## src/rtl/gteq_serial_cmp.sv

```systemverilog
// rtl/gteq_serial_cmp.sv - multi-cycle MSB-first magnitude comparator, DIGIT bits per clock
// Signed operands are mapped to offset binary at capture so the digit walk is always unsigned.
module gteq_serial_cmp #(
  parameter int WIDTH = 16,
  parameter int DIGIT = 4
) (
  input  logic             clk,
  input  logic             rst_n,
  input  logic             start,
  input  logic             signed_mode,
  input  logic [WIDTH-1:0] a,
  input  logic [WIDTH-1:0] b,
  output logic             busy,
  output logic             done,
  output logic             agtb,
  output logic             aeqb,
  output logic             altb,
  output logic             agteqb
);

  localparam int NDIG = WIDTH / DIGIT;
  localparam int CW   = (NDIG > 1) ? $clog2(NDIG) : 1;

  typedef enum logic {
    S_IDLE,
    S_COMPARE
  } state_t;

  state_t           state_q, state_d;
  logic [WIDTH-1:0] a_sr_q, a_sr_d;
  logic [WIDTH-1:0] b_sr_q, b_sr_d;
  logic [CW-1:0]    cnt_q, cnt_d;
  logic             busy_q, busy_d;
  logic             done_q, done_d;
  logic             agtb_q, agtb_d;
  logic             aeqb_q, aeqb_d;
  logic             altb_q, altb_d;
  logic             agteqb_q, agteqb_d;

  logic [DIGIT-1:0] top_a;
  logic [DIGIT-1:0] top_b;
  logic             top_gt;

  assign top_a  = a_sr_q[WIDTH-1 -: DIGIT];
  assign top_b  = b_sr_q[WIDTH-1 -: DIGIT];
  assign top_gt = (top_a > top_b);

  always_comb begin
    state_d  = state_q;
    a_sr_d   = a_sr_q;
    b_sr_d   = b_sr_q;
    cnt_d    = cnt_q;
    busy_d   = busy_q;
    done_d   = 1'b0;
    agtb_d   = agtb_q;
    aeqb_d   = aeqb_q;
    altb_d   = altb_q;
    agteqb_d = agteqb_q;

    case (state_q)
      S_IDLE: begin
        if (start) begin
          a_sr_d = a;
          b_sr_d = b;
          if (signed_mode) begin
            a_sr_d[WIDTH-1] = ~a[WIDTH-1];
            b_sr_d[WIDTH-1] = ~b[WIDTH-1];
          end
          cnt_d   = CW'(NDIG - 1);
          busy_d  = 1'b1;
          state_d = S_COMPARE;
        end
      end
      S_COMPARE: begin
        if (top_a != top_b) begin
          agtb_d   = top_gt;
          altb_d   = ~top_gt;
          aeqb_d   = 1'b0;
          agteqb_d = top_gt;
          done_d   = 1'b1;
          busy_d   = 1'b0;
          state_d  = S_IDLE;
        end else if (cnt_q == '0) begin
          agtb_d   = 1'b0;
          altb_d   = 1'b0;
          aeqb_d   = 1'b1;
          agteqb_d = 1'b1;
          done_d   = 1'b1;
          busy_d   = 1'b0;
          state_d  = S_IDLE;
        end else begin
          a_sr_d = a_sr_q << DIGIT;
          b_sr_d = b_sr_q << DIGIT;
          cnt_d  = cnt_q - CW'(1);
        end
      end
      default: begin
        busy_d  = 1'b0;
        state_d = S_IDLE;
      end
    endcase
  end

  always_ff @(posedge clk or negedge rst_n) begin
    if (!rst_n) begin
      state_q  <= S_IDLE;
      a_sr_q   <= '0;
      b_sr_q   <= '0;
      cnt_q    <= '0;
      busy_q   <= 1'b0;
      done_q   <= 1'b0;
      agtb_q   <= 1'b0;
      aeqb_q   <= 1'b0;
      altb_q   <= 1'b0;
      agteqb_q <= 1'b0;
    end else begin
      state_q  <= state_d;
      a_sr_q   <= a_sr_d;
      b_sr_q   <= b_sr_d;
      cnt_q    <= cnt_d;
      busy_q   <= busy_d;
      done_q   <= done_d;
      agtb_q   <= agtb_d;
      aeqb_q   <= aeqb_d;
      altb_q   <= altb_d;
      agteqb_q <= agteqb_d;
    end
  end

  assign busy   = busy_q;
  assign done   = done_q;
  assign agtb   = agtb_q;
  assign aeqb   = aeqb_q;
  assign altb   = altb_q;
  assign agteqb = agteqb_q;

endmodule

```

## config.mk

```make
export PLATFORM = sky130hd
export DESIGN_NAME = gteq_serial_cmp
export DESIGN_NICKNAME = d
export VERILOG_FILES = /design/src/rtl/gteq_serial_cmp.sv
export SDC_FILE = /design/constraint.sdc
export NUM_CORES = 1
export LEC_CHECK = 0
export BUFFER_PORTS_ARGS = -buffer_cell sky130_fd_sc_hd__buf_2
export CORE_ASPECT_RATIO = 0.5
export CORE_MARGIN = 1
export CORE_UTILIZATION = 59
export CTS_CLUSTER_DIAMETER = 30
export DETAILED_ROUTE_END_ITERATION = 10
export GPL_TIMING_DRIVEN = 0
export PLACE_DENSITY = 0.87
export SYNTH_ARGS = -nofsm -noshare
export SYNTH_HDL_FRONTEND = slang
export SYNTH_SLANG_ARGS = --single-unit
```

## constraint.sdc

```tcl
create_clock -name clk -period 4.4 [get_ports clk]
set_input_delay 0.88 -clock clk [delete_from_list [all_inputs] [get_ports clk]]
set_output_delay 0.88 -clock clk [all_outputs]
set_load 0.02 [all_outputs]
```

# == Yosys cells after proc, flatten, opt, wreduce, memory -nomap -nowiden ==
# Index checks and enable logic that the tools add are counted.
# totals
reg_bits,41
inputBits,36
output_inout_bits,6
# op_classes
addsub,1
n_lt_le_gt_ge,1
n_eq_ne,5
mux,30
bitwise,4
reduce_logical,5
# ops
operator,count
$mux W16,6
$pmux W16 S2,2
$mux W1,16
$mux W2,3
$ne A2 B2 Y1 const B,3
$gt A4 B4 Y1,1
$ne A4 B4 Y1,1
$not A1 Y1,4
$pmux W1 S2,2
$pmux W2 S2,1
$reduce_and A2 Y1,2
$ne A3 B1 Y1 const B,1
$reduce_and A3 Y1,1
$logic_not A2 Y1,1
$reduce_bool A2 Y1,1
$sub A2 B1 Y2 const B,1

# == Depth between registers and ports, before layout ==
# depth
ltp_word,4
mapped_depth,8
mapped_depth_nobuf,7

# == Least setup slack after synthesis ==
# OpenSTA, ideal clock, no wires.
# synth_path
kind,register -> register
startpoint,reg a_sr_q[15]
endpoint,reg cnt_q[1]
t_arrival_ns,1.528
required_ns,4.261
setup_slack_ns,2.734
path_stages_with_launch,8
path_buffers,2
synth_period_minus_slack_ns,1.666
path_cell_list,dfrtp_1 > ha_1 > nand4_4 > or2_1 > buf_2 > buf_6 > a21oi_2 > a22oi_1
# synth_between
elab_chain_len,3
# synth_lines
element,line,rtl
from (decl),30,"logic [WIDTH-1:0] a_sr_q, a_sr_d;"
from (signal assigned),118,a_sr_q <= a_sr_d;
$ne A4 B4 Y1,75,if (top_a != top_b) begin
$ne A2 B2 Y1 (no source line),n/a,
$reduce_and A3 Y1 (no source line),n/a,
to (signal assigned),120,cnt_q <= cnt_d;
to (decl),32,"logic [CW-1:0] cnt_q, cnt_d;"
# Every way passes these cells.
# A chain may end at the register's enable or synchronous reset.

# == Worst setup path in the final report ==
# layout_path
startpoint,reg b_sr_q[15]
endpoint,reg a_sr_q[9]
# layout_between
elab_chain_len,3
# layout_lines
element,line,rtl
from (decl),31,"logic [WIDTH-1:0] b_sr_q, b_sr_d;"
from (signal assigned),119,b_sr_q <= b_sr_d;
$ne A4 B4 Y1,75,
$ne A2 B2 Y1 (no source line),n/a,
$reduce_and A3 Y1 (no source line),n/a,
# Every way passes these cells.

==> results.toml <==
[logic_synthesis]
synth_edf_count = 0
syn-num-nets = 281
synth_top_area_frac = 0.466
async_flop_share = 1.00
synth_area_per_cell_um2 = 9.18
synth_common_cells = "nand2_1 (43), dfrtp_1 (41), a211oi_1 (19), a31oi_1 (19), nor2b_1 (19)"
syn_inst = 240
syn_area_mm2 = 0.00220
synth-seq-cells = 41
synth_top_flop_cell = "dfrtp_1"
synthTopCellsByArea = "dfrtp_1 (47%), nand2_1 (7.3%), a211oi_1 (6.5%)"
ys_warn_count = 0
synth_cell_types = 36
synth.most_common_cell = "nand2_1"
synth-seq-area-share = 0.466
synth.largest_area_cell = "dfrtp_1"

[critical_path]
end_kind = "flop"
critPathRequiredTime_ns = 4.54
rr_worst_depth = 8
r2r_slack_ns = 2.50
reg2reg_to = "a_sr_q[9]"
critical_path.startpoint = "b_sr_q[15]"
crit_path_end = "a_sr_q[9]"
rr_startpoint = "b_sr_q[15]"
path_max_fanout = 10
crit_path_start_kind = "flop"
critPathKind = "reg2reg"
crit_arrival_ns = 2.04

[sta]
max_freq_ghz = 0.527
rsz0062_at_grt = "no"
finalHoldViolations = 0
relSlewSlack = 0.408
finalSetupViolCount = 0
tightest_slew_ns = 0.888
fin_crit_sh = 0.431
layout_setup_ws_ns = 2.50
period_needed_ns = 1.90
finalClockSkew_ns = 0.00201
slew_viol_final = 0
setup_tns_ns = 0

[global_routing]
grt_pass1_vias = 1993
grt_usage = 0.310
grt_overflow = 0
grt_max_degree = 42
grt_pass1_wl_um = 9140
grt_antenna_before_repair = 0

[floorplan]
die_y_um = 45.2
initial_core_util = 0.627
core-area_mm2 = 0.00351
num_rows = 15
pin_count = 42
design.die.area_mm2 = 0.00400
fp.dieW_um = 88.4

[outcome]
status = "finished clean"

[clock_network]
cts_max_path_buffers = 2
cts_tree = "done"
ctsHoldBuffers = 0
numCtsBuffers = 5
post_cts_resized = 0
post_cts_buffers = 0
clk_latency_ns = 0.30
cts_root_buf = "clkbuf_8"
cts.sinks = 41
path_clk_slew_ns = 0.08
cts_htree_levels = 2

[placed_design]
portBuffers = 41
pre_cts_ws_ns = 2.29
dp_hpwl_um = 3760
gp_congestion = 0.844

[cells_and_area]
final_core_util = 0.728
nNetsFinal = 329
area_growth_syn_to_layout_pct = 16.0
n_antenna_cell = 0
drive_above_1_share = 0.221

[routing]
drcViolationCount = 0
ant_nets = 0
drtPass1Iterations = 4
vias_per_cell = 5.90
finalWirelength_um = 5480
drt_iter0_drc = 171
routedWlPerCell_um = 16.1
via_count = 2006

[pwr]
p_int_uw = 1040
clkPwrFrac = 0.130
power-per-cell-area_mw_per_mm2 = 735
pwr-share-comb = 0.501
seq_power_share = 0.368
ir_drop_mv = 0.331
switching_share = 0.447
leakagePower_uw = 0.00119
switching_power_uw = 840

[job]
maxCapViolCount = 0

[worst_hold_path]
hold_path_class = "reg2reg"
-- kinds of logic (layout without fill, tap and decap cells) --
family | count (synthesis) | count (layout) | synth area share
flops | 41 | 41 | 0.466
compound gates | 64 | 64 | 0.196
mux | 8 | 8 | 0.0364
buf+inv | 29 | 78 | 0.0602
fa+ha+maj | 5 | 5 | 0.0284
simple gates | 90 | 90 | 0.201
xor+xnor | 3 | 3 | 0.0119
-- through the flow --
stage / cells / hold WS, ns / instance area (um^2) / power [uW]
floorplan: 240 / 0.464 / 2200 / 1360
global placement: 332 / 0.457 / 2470 / 1560
detailed placement: 332 / 0.479 / 2470 / 1610
CTS: 340 / 0.497 / 2550 / 1860
global route: 340 / 0.521 / 2550 / 2020
finish: 340 / 0.496 / 2550 / 1880
-- worst min-delay path by stage --
stage	startpoint	end	slack, ns	cells past startpoint
floorplan	b_sr_q[13]	b_sr_q[13]	0.46	1
global placement	altb	altb	0.46	2
detailed placement	altb	altb	0.48	2
CTS	altb	altb	0.50	2
global route	altb	altb	0.52	2
finish	altb	altb	0.50	2
-- per-layer routing --
layer  global-route usage  vias to the layer above  wire (um)
met4                0.142                        0        108
li1                     -                      944          -
met2                0.503                       92       2510
met1                0.405                      956       2340
met3               0.0713                       14        524
met5                    0                        -          0
-- sequential cells by signal, indices dropped and copies added, names as in the netlist --
name and flops:
a_sr_q 16, aeqb 1, agtb 1, agteqb 1, altb 1, b_sr_q 16
busy 1, cnt_q 2, done 1, state_q 1
-- power groups by stage --
stage | Sequential (uW) | Combinational (uW) | Clock, uW
6_report | 691 | 942 | 245
5_1_grt | 712 | 1050 | 259
4_1_cts | 688 | 929 | 245
3_5_place_dp | 692 | 920 | 0
3_3_place_gp | 679 | 877 | 0
2_1_floorplan | 686 | 674 | 0
-- cells in the final DEF, fill, tap and decap left out, types with 2 or more instances in the layout --
master	count
buf_2	48
nand2_1	43
dfrtp_1	41
nor2b_1	19
a211oi_1	19
a31oi_1	19
nand3_1	14
o21ai_1	10
inv_1	8
mux2i_1	8
clkbuf_1	7
nor2_1	6
ha_1	5
clkbuf_8	5
a21oi_1	4
buf_1	3
a22oi_1	3
inv_2	2
buf_4	2
nor3_1	2
o21a_1	2
xor2_1	2
clkinv_2	2
-- worst max-delay path, stage by stage (launching register included) --
cell,delay (ns)
dfrtp_1,0.38
inv_1,0.05
ha_1,0.35
nand4_4,0.18
or2_1,0.26
buf_2,0.15
buf_2,0.19
nand2_1,0.09
a31oi_1,0.10
-- cell type report --
| cell class | count | area, um^2 |
|---|---|---|
| Multi-Input combinational cell | 170 | 1040 |
| Clock buffer | 6 | 72.6 |
| Clock inverter | 2 | 10.0 |
| Tap cell | 51 | 63.8 |
| Fill cell | 263 | 956 |
| Inverter | 10 | 37.5 |
| Sequential cell | 41 | 1030 |
| Buffer | 19 | 95.1 |
| Timing Repair Buffer | 41 | 205 |
Power figures use the tool's default switching activity.
